[src/rtl/dcache_burst_collector.sv]
// Avalon-MM burst read engine for the dcache miss/uncached path: one burst of 1-3 dwords
// is gathered into a 96-bit little-endian buffer. Optional watchdog: DCACHE_BURST_TIMEOUT_EN.
module dcache_burst_collector #(
    parameter int TIMEOUT_CYCLES = 255
) (
    input  logic        clk,
    input  logic        rst,
    input  logic        start,
    input  logic [29:0] address,
    input  logic [1:0]  dword_length,
    output logic        busy,
    output logic        done,
    output logic        error,
    output logic [95:0] read_data,
    output logic [29:0] avm_address,
    output logic        avm_read,
    output logic [3:0]  avm_burstcount,
    input  logic        avm_waitrequest,
    input  logic        avm_readdatavalid,
    input  logic [31:0] avm_readdata
);

    // Handshake: the command transfers on any cycle with avm_read=1 and avm_waitrequest=0;
    // a beat transfers on any cycle with avm_readdatavalid=1 (no backpressure on read data).

    typedef enum logic [1:0] {
        IDLE = 2'd0,
        REQ  = 2'd1,
        DATA = 2'd2
    } state_t;

    state_t      state;
    state_t      state_next;
    logic [1:0]  len;
    logic [1:0]  len_in;
    logic [1:0]  beat_cnt;
    logic        accept;
    logic        beat;
    logic        last_beat;
    logic        timeout;
    logic        done_q;

    if (TIMEOUT_CYCLES < 1) begin : g_timeout_range
        $error("TIMEOUT_CYCLES must be at least 1");
    end

    // A zero length request still fetches one dword.
    assign len_in    = (dword_length == 2'd0) ? 2'd1 : dword_length;
    assign accept    = (state == REQ) && !avm_waitrequest;
    assign beat      = avm_readdatavalid && (state != IDLE);
    assign last_beat = beat && (beat_cnt == len - 2'd1);

    always_ff @(posedge clk or posedge rst) begin
        if (rst) begin
            state <= IDLE;
        end else begin
            state <= state_next;
        end
    end

    always_comb begin
        state_next = state;
        case (state)
            IDLE: begin
                if (start) begin
                    state_next = REQ;
                end
            end
            REQ: begin
                if (last_beat || timeout) begin
                    state_next = IDLE;
                end else if (accept) begin
                    state_next = DATA;
                end
            end
            DATA: begin
                if (last_beat || timeout) begin
                    state_next = IDLE;
                end
            end
            default: begin
                state_next = IDLE;
            end
        endcase
    end

    always_comb begin
        avm_read = 1'b0;
        busy     = 1'b0;
        done     = done_q;
        case (state)
            REQ: begin
                avm_read = 1'b1;
                busy     = 1'b1;
            end
            DATA: begin
                busy = 1'b1;
            end
            default: begin
                avm_read = 1'b0;
                busy     = 1'b0;
            end
        endcase
    end

    // Command registers and capture buffer only change on an accepted start or a live beat,
    // so read_data holds from done until the next accepted start.
    always_ff @(posedge clk or posedge rst) begin
        if (rst) begin
            avm_address    <= '0;
            avm_burstcount <= '0;
            len            <= 2'd1;
            beat_cnt       <= '0;
            read_data      <= '0;
            done_q         <= 1'b0;
        end else begin
            done_q <= last_beat;
            if (state == IDLE) begin
                if (start) begin
                    avm_address    <= address;
                    avm_burstcount <= {2'b00, len_in};
                    len            <= len_in;
                    beat_cnt       <= '0;
                    read_data      <= '0;
                end
            end else if (beat) begin
                case (beat_cnt)
                    2'd0:    read_data[31:0]  <= avm_readdata;
                    2'd1:    read_data[63:32] <= avm_readdata;
                    default: read_data[95:64] <= avm_readdata;
                endcase
                beat_cnt <= beat_cnt + 2'd1;
            end
        end
    end

`ifdef DCACHE_BURST_TIMEOUT_EN
    localparam int WD_W = ($clog2(TIMEOUT_CYCLES + 1) > 8) ? $clog2(TIMEOUT_CYCLES + 1) : 8;
    localparam logic [WD_W-1:0] WD_LAST = WD_W'(TIMEOUT_CYCLES - 1);

    logic [WD_W-1:0] wd_cnt;
    logic            error_q;

    // Idle cycles are counted while busy; any accepted command or beat restarts the count.
    assign timeout = (state != IDLE) && !accept && !beat && (wd_cnt == WD_LAST);
    assign error   = error_q;

    always_ff @(posedge clk or posedge rst) begin
        if (rst) begin
            wd_cnt  <= '0;
            error_q <= 1'b0;
        end else begin
            error_q <= timeout;
            if (state == IDLE || accept || beat || timeout) begin
                wd_cnt <= '0;
            end else begin
                wd_cnt <= wd_cnt + 1'b1;
            end
        end
    end
`else
    assign timeout = 1'b0;
    assign error   = 1'b0;
`endif

endmodule

[config.mk]
export PLATFORM = sky130hd
export DESIGN_NAME = dcache_burst_collector
export DESIGN_NICKNAME = d
export VERILOG_FILES = /design/src/rtl/dcache_burst_collector.sv
export SDC_FILE = /design/constraint.sdc
export NUM_CORES = 1
export LEC_CHECK = 0
export BUFFER_PORTS_ARGS = -buffer_cell sky130_fd_sc_hd__buf_2
export CAP_MARGIN = 10
export CORE_UTILIZATION = 52
export DETAILED_ROUTE_END_ITERATION = 7
export HOLD_SLACK_MARGIN = 0.06
export PLACE_DENSITY = 0.84
export SYNTH_ARGS = -nofsm -noshare
export SYNTH_HDL_FRONTEND = slang
export SYNTH_SLANG_ARGS = --single-unit
[constraint.sdc]
create_clock -name clk -period 7.4 [get_ports clk]
set_input_delay 1.48 -clock clk [delete_from_list [all_inputs] [get_ports clk]]
set_output_delay 1.48 -clock clk [all_outputs]
set_load 0.02 [all_outputs]
After elaboration in Yosys (flattened, before gate mapping). Index checks and enable logic that the tools add are counted.

Add/subtract/negate cells: 2. Multiply operators: 0. Divide/modulo/power cells: 0. Magnitude comparators: 0. Equal/unequal tests: 8. Shifts and indexed selects: 0. Multiplexer cells: 17. Bitwise operators: 0. Reductions and logical operators: 19.

Operators by type and width (number): $mux 96 (3); $mux 32 (3); $mux 2 (8); $reduce_and 3->1 (4); $reduce_bool 2->1 (4); $logic_not 2->1 (3); $pmux 2 s3 (1); $eq 2x1->1 const B (2); $ne 2x2->1 const B (2); $reduce_and 2->1 (2); $reduce_or 2->1 (2); $logic_and 1x1->1 (3); $ne 3x3->1 const B (1); $add 2x1->2 const B (1); $eq 2x2->1 (1); $eq 2x2->1 const B (1); $mux 1 (2); $ne 2x1->1 const B (1); $sub 2x1->2 const B (1); $logic_not 1->1 (1).

Register bits after elaboration: 135. Bits in latches: 0. Bits in writable memories: 0. ROM bits: 0. Word-level logic and storage cells: 55. Memories: 0.

Depth between registers and ports, before layout.
Word-level depth: 5. Depth in mapped cells: 8.

Least setup slack after synthesis. Ideal clock, no wire load.

Kind: input -> register. Start: input start. End: register avm_address[0]. Setup time: 125 ps. Data arrival time: 2331 ps. Data required time: 7275 ps. Slack: 4944 ps. Cell stages on the path: 4. Path buffers: 2. Cells stage by stage: and2_1 buf_4 buf_2 mux2_2.

Longest elaborated chain between the ends: 1.

RTL lines: start, declared (line 8) `input logic start,`; $reduce_and 2->1 (no source line); end signal, assigned (line 120) `avm_address <= address;`; end, declared (line 15) `output logic [29:0] avm_address,`.

No other way between the ends. A chain may end at the register's enable or synchronous reset.

Final worst setup path.
Start: register state[1]. End: output avm_read.

Longest elaborated chain between the ends: 2.

RTL lines: start, declared (line 32) `state_t state;`; start signal, assigned (line 57) `state <= state_next;`; $eq 2x1->1 (line 91) `case (state)`; $mux 1 (line 91); end, declared (line 16) `output logic avm_read,`.

No other way between the ends.

==> summary.txt <==
Critical path data arrival time -> 1.48 ns
First-pass DRT Iterations -> 7
Post-cts resize count -> 0
Adder-cell area share of the yosys netlist -> 0.01200
R2R Setup Slk -> 4.53 ns
Post-synthesis mux area share -> 0.06915
Post-DP HPWL -> 8146 um
Global-route usage over all layers -> 0.2361
PD cells -> 489.9 mW/mm^2
Met2 wire length -> 5845 um
Kind of end point of the critical path -> output port
Synth Area per Inst -> 11.35 sq um
Worst clock skew -> 0.01136 ns
Synth top area share -> 0.6387
Clock sink total -> 134
Outcome -> completed
Clock-pin slew on the worst setup and hold paths -> 0.06 ns
Max Clock Freq -> 337.3 MHz
Worst-Margin Slew -> 0.8297 ns
Synth Instances -> 459
EDFF count, synth -> 0
Ys async rst share -> 1.000
Critical path class -> flop to output port
Via count -> 4055
Largest net degree at the start of global routing -> 72
Tcrit/Tclk final -> 0.4006
Bufs on Longest Clock Path -> 2
Synth area leaders -> dfrtp_1, o21ai_0, nand2_1, mux2_2, nand2b_1
Met3 WL post-DR -> 1173 um
Most frequent cells in the layout -> buf_2, dfrtp_1, nand2_1
Fill cells -> 712
Fin crit period -> 2.964 ns
Met1 wire length -> 4595 um
Number of global-route vias before repair -> 3850
Row count -> 36
Synth cell types -> 28
Gpl congestion -> 0.7738
Simple-Gate Fraction of Synth Area -> 0.1232
Highest metal used -> met4
Root Buffer -> clkbuf_8
Sum Neg Setup Slack -> 0 ns
Largest family of logic cells by synthesized area -> simple AND/OR/NAND/NOR gates
Initial antenna violation count -> 0
Die Height -> 102.1 um
Port Buf Inserts -> 199
Clk_lat worst skew -> 0.52 ns
CTS tree -> done
DRC viols -> 0
CP cell instances -> inv_1, ha_1, buf_2
RSZ-0062 raised after global routing -> no
Initial DRC Count -> 111
First-pass GRT wire length -> 18430 um
Total I/O pin count -> 203
Fin nets -> 729
Slowest Stage Delay on Critical Path -> 0.42 ns
Slowest stage cell, crit path -> dfrtp_1
Hold_buf cts -> 0
Die area -> 0.01043 sq mm
Worst path required time -> 5.92 ns
Vias per cell -> 5.069
Postcts setup bufs -> 0
Yosys reg bits -> 134
Die W -> 102.1 um
HP Class -> flop to flop
Layout cell share with drive strength beyond 1 -> 0.4138
Pleak -> 3.503 nW
Total clock buffers created by CTS -> 17
DRT antenna net count -> 0
YS warnings -> 0
Antenna cell count -> 0
WHS -> 0.4753 ns
Cell taking the most area after synthesis -> dfrtp_1
GRT overflow -> 0
Cell Area, Synth -> 0.005211 sq mm
Final hold violation count -> 0
H-tree levels -> 4
Final WL -> 11750 um
P&R area growth vs syn -> 31.64%
VDD IR-drop max -> 269.9 uV
Synth Area in Compound Gates -> 0.1140
Post-synthesis xor/xnor area fraction -> 0.003361
CP startpoint kind -> flop
Core area -> 0.009729 sq mm
Slew headroom -> 0.4468
Setup Viol. Count Final -> 0
Wire per inst -> 14.69 um
Final Slew Violations -> 0
Leading cell type in the layout, fill and taps excluded -> buf_2
Max-Cap Viols -> 0
Main synth FF type -> dfrtp_1
Seq/Total Area, Yosys -> 0.6437
Crit Path Max Fanout -> 4
Initial Utilization -> 0.5356
==> registers in the layout (all words and copies together) (netlist names) <==
signal	cells
beat_cnt	2
done	1
state	2
read_data	96
avm_address	30
len	2
avm_burstcount	1
==> area by class of cell <==
cell class              instances  area (sq um)  share of cell area
inverters                       5         21.27            0.003100
repair buffers                205          1041              0.1517
clock inverters                10         120.1             0.01751
clock buffers                  21         469.2             0.06839
flip-flops and latches        134          3354              0.4890
multi-input cells             292          1688              0.2460
well taps                     133         166.4             0.02426
==> routing by layer <==
metal / track usage / vias up
li1: - / 1916
met1: 0.2792 / 1939
met2: 0.3887 / 184
met3: 0.09508 / 16
met4: 0.08901 / 0
met5: 0 / -
==> logic make-up (layout without fill, tap and decap cells) <==
group                      count (synthesis)  after routing
muxes                                     32             32
buffers and inverters                     35            241
AOI/OAI and AO/OA                        109            109
xor gates and xnor gates                   2              2
adders and majority gates                  5              5
other                                      1              3
DFF                                      134            134
and+or+nand+nor                          141            141
==> cell usage after synthesis (all sizes together), types with 3 or more instances <==
cell type    n
dfrtp      133
nand2      100
o21ai       99
mux2        32
nand2b      32
buf         22
clkbuf       8
ha           5
inv          5
a21oi        4
nor2         3
==> where the power goes <==
part / internal (W) / switching, W
clock network: 0.000515 / 0.000302
registers: 0.00103 / 0.000155
logic: 0.000472 / 0.000888
==> worst max-delay path, delay by kind of cell (launching register included) <==
family,cells,cell delay (ns)
flops,1,0.42
fa+ha+maj,1,0.23
buf+inv,2,0.32
==> metrics by stage <==
| stage | total power [W] | area, sq um | setup slack [ns] | instances | util |
|---|---|---|---|---|---|
| finish | 0.003361 | 6860 | 4.436 | 800 | 0.7051 |
| global route | 0.003581 | 6860 | 4.286 | 800 | 0.7051 |
| CTS | 0.003394 | 6860 | 4.408 | 800 | 0.7051 |
| detailed placement | 0.002564 | 6271 | 4.295 | 769 | 0.6445 |
| global placement | 0.002510 | 6271 | 4.370 | 769 | 0.6445 |
| floorplan | 0.002111 | 5219 | 2.339 | 461 | - |
==> worst paths after layout <==
| check | startpoint | endpoint | cells past startpoint |
|---|---|---|---|
| max | state[1]$_DFFE_PP0P_ | avm_read | 3 |
| min | read_data[68]$_DFFE_PP0P_ | read_data[68]$_DFFE_PP0P_ | 2 |
| max reg2reg | state[1]$_DFFE_PP0P_ | read_data[42]$_DFFE_PP0P_ | 9 |
| min reg2reg | read_data[68]$_DFFE_PP0P_ | read_data[68]$_DFFE_PP0P_ | 2 |
| max in group asynchronous | rst | read_data[80]$_DFFE_PP0P_ | 3 |
| min in group asynchronous | rst | avm_address[8]$_DFFE_PP0P_ | 2 |
(Power assumes the default switching activity.)
